==> config.mk <==
export PLATFORM = sky130hd
export DESIGN_NAME = spi_dev_regbus
export DESIGN_NICKNAME = d
export VERILOG_FILES = /design/src/rtl/spi_dev_regbus_pkg.sv /design/src/rtl/spi_dev_regbus.sv
export SDC_FILE = /design/constraint.sdc
export NUM_CORES = 1
export LEC_CHECK = 0
export ABC_AREA = 1
export BUFFER_PORTS_ARGS = -buffer_cell sky130_fd_sc_hd__buf_2
export CAP_MARGIN = 20
export CORE_ASPECT_RATIO = 0.8
export CORE_UTILIZATION = 48
export CTS_CLUSTER_DIAMETER = 40
export DETAILED_ROUTE_END_ITERATION = 6
export HOLD_SLACK_MARGIN = 0.06
export PLACE_DENSITY = 0.82
export SYNTH_ARGS = -nofsm -noshare
export SYNTH_HDL_FRONTEND = slang
export SYNTH_SLANG_ARGS = --single-unit
==> constraint.sdc <==
create_clock -name clk -period 1.45 [get_ports clk]
set_input_delay 0 -clock clk [delete_from_list [all_inputs] [get_ports clk]]
set_output_delay 0 -clock clk [all_outputs]
set_load 0.05 [all_outputs]
==> src/rtl/spi_dev_regbus_pkg.sv <==
// spi_dev_regbus_pkg: state encodings, command/status bit positions and status packing
package spi_dev_regbus_pkg;
  typedef enum logic [3:0] {
    IDLE  = 4'd0,
    CMD   = 4'd1,
    ADDR  = 4'd2,
    WDATA = 4'd3,
    WBUS  = 4'd4,
    RBUS  = 4'd5,
    RHOLD = 4'd6,
    DRAIN = 4'd7,
    ABORT = 4'd8
  } state_e;
  localparam int CMD_RD = 7;
  localparam int CMD_INC = 6;
  localparam int ST_OVR = 7;
  localparam int ST_UNR = 6;
  function automatic logic [7:0] status_byte(input logic ovr, input logic unr);
    logic [7:0] s;
    s = 8'h00;
    s[ST_OVR] = ovr;
    s[ST_UNR] = unr;
    return s;
  endfunction
endpackage

==> src/rtl/spi_dev_regbus.sv <==
// spi_dev_regbus: frames SPI bytes into req/ack register-bus writes and prefetched reads
module spi_dev_regbus
  import spi_dev_regbus_pkg::*;
#(
  parameter int ADDR_W = 8,
  parameter logic [7:0] ERR_BYTE = 8'hEE
) (
  input  logic              clk,
  input  logic              rst_n,
  input  logic [7:0]        usr_out,
  input  logic              usr_out_stb,
  output logic [7:0]        usr_in,
  input  logic              usr_in_ack,
  input  logic              csn_rise,
  input  logic              csn_fall,
  output logic [ADDR_W-1:0] bus_addr,
  output logic [7:0]        bus_wdata,
  output logic              bus_we,
  output logic              bus_req,
  input  logic              bus_ack,
  input  logic [7:0]        bus_rdata,
  output logic              busy
);
  state_e state_q, state_d;
  logic rd_q, rd_d, inc_q, inc_d, we_q, we_d, req_q, req_d;
  logic ovr_q, ovr_d, unr_q, unr_d, busy_q, busy_d, fall_q, fall_d;
  logic [ADDR_W-1:0] addr_q, addr_d, addr_nx;
  logic [7:0] wdata_q, wdata_d, usr_in_q, usr_in_d;
  assign addr_nx = addr_q + ADDR_W'(inc_q);
  assign usr_in = usr_in_q;
  assign bus_addr = addr_q;
  assign bus_wdata = wdata_q;
  assign bus_we = we_q;
  assign bus_req = req_q;
  assign busy = busy_q;
  always_comb begin
    state_d = state_q;
    rd_d = rd_q;
    inc_d = inc_q;
    we_d = we_q;
    req_d = req_q;
    ovr_d = ovr_q;
    unr_d = unr_q;
    busy_d = busy_q;
    fall_d = fall_q;
    addr_d = addr_q;
    wdata_d = wdata_q;
    usr_in_d = usr_in_q;
    case (state_q)
      IDLE: begin
        if (csn_fall) begin
          state_d = CMD;
          busy_d = 1'b1;
          if (usr_in_ack) {ovr_d, unr_d} = 2'b00;
        end
      end
      CMD: begin
        if (usr_out_stb) begin
          rd_d = usr_out[CMD_RD];
          inc_d = usr_out[CMD_INC];
          state_d = ADDR;
        end
      end
      ADDR: begin
        if (usr_out_stb) begin
          addr_d = usr_out[ADDR_W-1:0];
          req_d = rd_q;
          we_d = 1'b0;
          usr_in_d = ERR_BYTE;
          state_d = rd_q ? RBUS : WDATA;
        end
      end
      WDATA: begin
        if (usr_out_stb) begin
          req_d = 1'b1;
          we_d = 1'b1;
          wdata_d = usr_out;
          state_d = WBUS;
        end
      end
      WBUS: begin
        ovr_d = ovr_q | usr_out_stb;
        if (bus_ack) begin
          req_d = 1'b0;
          addr_d = addr_nx;
          state_d = WDATA;
        end
      end
      RBUS: begin
        unr_d = unr_q | usr_in_ack;
        if (bus_ack) begin
          req_d = 1'b0;
          usr_in_d = bus_rdata;
          state_d = RHOLD;
        end
      end
      RHOLD: begin
        if (usr_in_ack) begin
          addr_d = addr_nx;
          req_d = 1'b1;
          we_d = 1'b0;
          usr_in_d = ERR_BYTE;
          state_d = RBUS;
        end
      end
      ABORT: begin
        if (csn_fall) begin
          fall_d = 1'b1;
          if (usr_in_ack) {ovr_d, unr_d} = 2'b00;
        end
        if (bus_ack) begin
          req_d = 1'b0;
          state_d = fall_d ? CMD : IDLE;
          busy_d = fall_d;
          fall_d = 1'b0;
        end
      end
      default: begin
        state_d = IDLE;
        busy_d = 1'b0;
      end
    endcase
    if (csn_rise) begin
      req_d = req_q && !bus_ack;
      state_d = req_d ? ABORT : IDLE;
      busy_d = req_d;
      fall_d = 1'b0;
    end
    if (state_d != RBUS && state_d != RHOLD) usr_in_d = status_byte(ovr_d, unr_d);
  end
  always_ff @(posedge clk or negedge rst_n) begin
    if (!rst_n) begin
      state_q <= IDLE;
      rd_q <= 1'b0;
      inc_q <= 1'b0;
      we_q <= 1'b0;
      req_q <= 1'b0;
      ovr_q <= 1'b0;
      unr_q <= 1'b0;
      busy_q <= 1'b0;
      fall_q <= 1'b0;
      addr_q <= '0;
      wdata_q <= 8'h00;
      usr_in_q <= 8'h00;
    end else begin
      state_q <= state_d;
      rd_q <= rd_d;
      inc_q <= inc_d;
      we_q <= we_d;
      req_q <= req_d;
      ovr_q <= ovr_d;
      unr_q <= unr_d;
      busy_q <= busy_d;
      fall_q <= fall_d;
      addr_q <= addr_d;
      wdata_q <= wdata_d;
      usr_in_q <= usr_in_d;
    end
  end
endmodule

==> run_results.csv <==
group,metric,value,unit
placed_design,dp.cells,401,
die,core_area,3900,um^2
drt,drt-wirelength-per-cell,14.6,um
clocking,clockBufferDepth,2,
flow_run,maxCapViolations,0,
setup_path,worstPathRequired,1680,ps
timing,setup_viol,28,
timing,fin_crit,1690,ps
outcome,status,"finished, violations left",
global_routing,grt_max_degree,37,
die,start_util,0.517,
timing,rsz0062_at_grt,"true",
logic_synthesis,syn_inst,270,
logic_synthesis,synth_top_cells_by_count,"79 x nand2_1, 36 x dfrtp_1, 32 x inv_1",
finish,fin_cells,440,
logic_synthesis,ys_types,27,
global_routing,antenna_found_initial,0,
placed_design,place_congestion,1.01,
timing,period_share,1.17,
logic_synthesis,syn_nets,295,
drt,avgViaCountPerCell,5.18,
outcome,violations,"setup timing",
clocking,cts_root_buf,"clkbuf_8",
die,die_height,60.0,um
clocking,numCtsBuffers,5,
finish,fin_nets,409,
hold_path,hold_class,"in -> reg",
setup_path,crit_chain,"buf_6 -> nor2_4 -> nand3_1 -> nand2_1 -> nor2_1 -> nand2_1 -> nand2_2 -> nand2_4 -> nand2_4 -> nand2_2 -> nand2_2 -> nand2_2",
drt,firstDrtPassIters,4,
timing,skew,13.1,ps
finish,layout-drive-gt1-share,0.460,
setup_path,crit_type,"reg -> reg",
setup_path,r2r_cells,12,
logic_synthesis,synthArstFlopShare,1.00,
setup_path,crit_arrival,1930,ps
power_and_ir_drop,powerDensity,1540,nW/um^2
drt,ant_nets,0,
timing,slew_viol_final,0,
clocking,clock-sinks,36,
logic_synthesis,synth_top_area_frac,0.446,
global_routing,grt_use_total,0.285,
setup_path,critPathMostFrequentCell,"nand2_2",
hold_path,min_path_cells,5,
timing,fmax,0.591,GHz
die,fp.dieW,74.5,um
logic_synthesis,yosysMostFrequentCell,"nand2_1",
placed_design,portBuffers,49,
clocking,htreeDepth,2,
clocking,clk-insertion-delay-late,300,ps
logic_synthesis,avgSynthCellArea,7.47,um^2
setup_path,startpoint_type,"flop",
setup_path,crit_path_top_delay_cell,"dfrtp_2",
drt,drt_iter0_markers,157,
global_routing,grt_pass1_vias,2053,
setup_path,cp_slowest_stage_delay,450,ps
power_and_ir_drop,p_total,4.90,mW
logic_synthesis,yosysSeqAreaShare,0.446,
global_routing,grt_pass1_wl,9.38,mm
clocking,path_clk_slew,80,ps
timing,tightestPinTransition,476,ps
timing,timing.final.ws_setup,-243,ps
die,rows,20,
die,pin_count,50,
logic_synthesis,mappedNetlistArea,2020,um^2
placed_design,dp_hpwl,3.96,mm
die,die-area,4470,um^2
logic_synthesis,synth_edf_count,0,
logic_synthesis,yosys_warnings,0,
timing,finalHoldViolCount,0,
global_routing,grt_overflow,0,
logic_synthesis,ys_ff_latch,36,
drt,via_count,2278,
power_and_ir_drop,power.leakage,1.64,nW
clocking,cts_tree,"built",
power_and_ir_drop,peakVddDrop,1.12,mV
placed_design,pre_cts_slack,-238,ps
drt,drc_errors,0,
drt,wirelength,6.41,mm
setup_path,cp-end-kind,"flop",
timing,relSlewSlack,0.683,
finish,syn2layout_area_growth,57.6,%
finish,antenna_cells,0,
logic_synthesis,yosys.area.top_type,"dfrtp_1",
timing,holdWs,77.0,ps
logic_synthesis,synth_area_leaders,"dfrtp_1 45%, nand2_1 15%, o21ai_0 7.2%",
setup_path,path_max_fanout,8,
timing,fin_setup_tns,-3100,ps
logic_synthesis,ys.flop_type,"dfrtp_1",
[state kept, by name, indices dropped and copies added, names as in the netlist]
name       count
state_q        4
fall_q         1
unr_q          1
inc_q          1
bus_req        1
usr_in         8
bus_addr       8
busy           1
bus_we         1
ovr_q          1
rd_q           1
bus_wdata      8
[path summary, 6_finish.rpt]
| check | from | slack [ps] | endpoint |
|---|---|---|---|
| max | state_q[1]$_DFF_PN0_ | -240 | usr_in[6]$_DFFE_PN0P_ |
| min | bus_rdata[7] | 80 | usr_in[7]$_DFFE_PN0P_ |
| max reg2reg | state_q[1]$_DFF_PN0_ | -240 | usr_in[6]$_DFFE_PN0P_ |
| min reg2reg | bus_wdata[1]$_DFFE_PN0P_ | 480 | bus_wdata[1]$_DFFE_PN0P_ |
| max in group asynchronous | rst_n | 790 | state_q[2]$_DFF_PN0_ |
| min in group asynchronous | rst_n | 280 | usr_in[3]$_DFFE_PN0P_ |
[power breakdown]
group          internal, mW  total (mW)  switching [mW]
clock network         0.335       0.723           0.388
registers              1.31        1.59           0.277
logic                 0.827        2.58            1.76
total                  2.47        4.90            2.42
[cells by family (layout without fill, tap and decap cells)]
family | after synthesis | in the layout | synth area share
buffers and inverters | 41 | 156 | 0.0825
XOR/XNOR | 2 | 2 | 0.00868
AND/OR/NAND/NOR | 137 | 137 | 0.302
adder cells (fa/ha/maj) | 2 | 2 | 0.0124
flip-flops | 36 | 36 | 0.446
AO/OA/AOI/OAI | 52 | 52 | 0.148
[per-layer routing]
layer,up-vias,wire [um],part of all wire,GRT usage
met5,-,0,0,0
met4,0,136,0.021,0.0970
met3,17,334,0.052,0.0556
met2,81,2930,0.46,0.430
met1,1072,3010,0.47,0.409
li1,1108,-,-,-
[critical path, delay by kind of cell (launching register included)]
family                 cells  cell delay, ps
flip-flops                 1             450
AND/OR/NAND/NOR           11            1060
buffers and inverters      1             140
[area by class of cell]
class,count,area (um^2)
clock buffer,5,68.8
clock inverter,3,18.8
fill,252,723
inverter,37,155
multi-input combinational,193,1190
sequential,36,908
tap,55,68.8
timing repair buffer,109,758
timing repair inverter,2,13.8
[cells in the final DEF, fill, tap and decap left out, types with 4 or more instances in the layout]
cell type / netlist / routed
buf_2: 1 / 49
nand3_1: 19 / 10
dlygate4sd3_1: 0 / 16
dfrtp_2: 0 / 6
nor2_2: 1 / 6
nand2_4: 2 / 5
o21ai_0: 29 / 18
inv_1: 32 / 27
nand3_2: 0 / 8
nor2_1: 21 / 10
nand4_1: 4 / 4
nand2_1: 79 / 63
buf_6: 1 / 6
clkbuf_8: 0 / 5
inv_2: 5 / 6
buf_4: 1 / 38
nand2_2: 4 / 16
a21oi_1: 12 / 9
o21ai_1: 0 / 11
dfrtp_1: 36 / 30
nor2_4: 4 / 10
[stage by stage]
step / utilization / area, um^2
2_1_floorplan: - / 2090
3_3_place_gp: 0.668 / 2610
3_5_place_dp: 0.668 / 2610
4_1_cts: 0.771 / 3010
5_1_grt: 0.815 / 3180
6_report: 0.815 / 3180
[what timing repair did]
item / in CTS / in global routing
hold buffers: 16 / 0
gates resized for setup: 29 / 41
buffers inserted: 9 / 4
gates cloned: 1 / 1
endpoints found under the hold margin: 56 / 0
endpoints found under the setup margin: 27 / 29
pin swaps: 8 / 22
(Power assumes the default switching activity.)
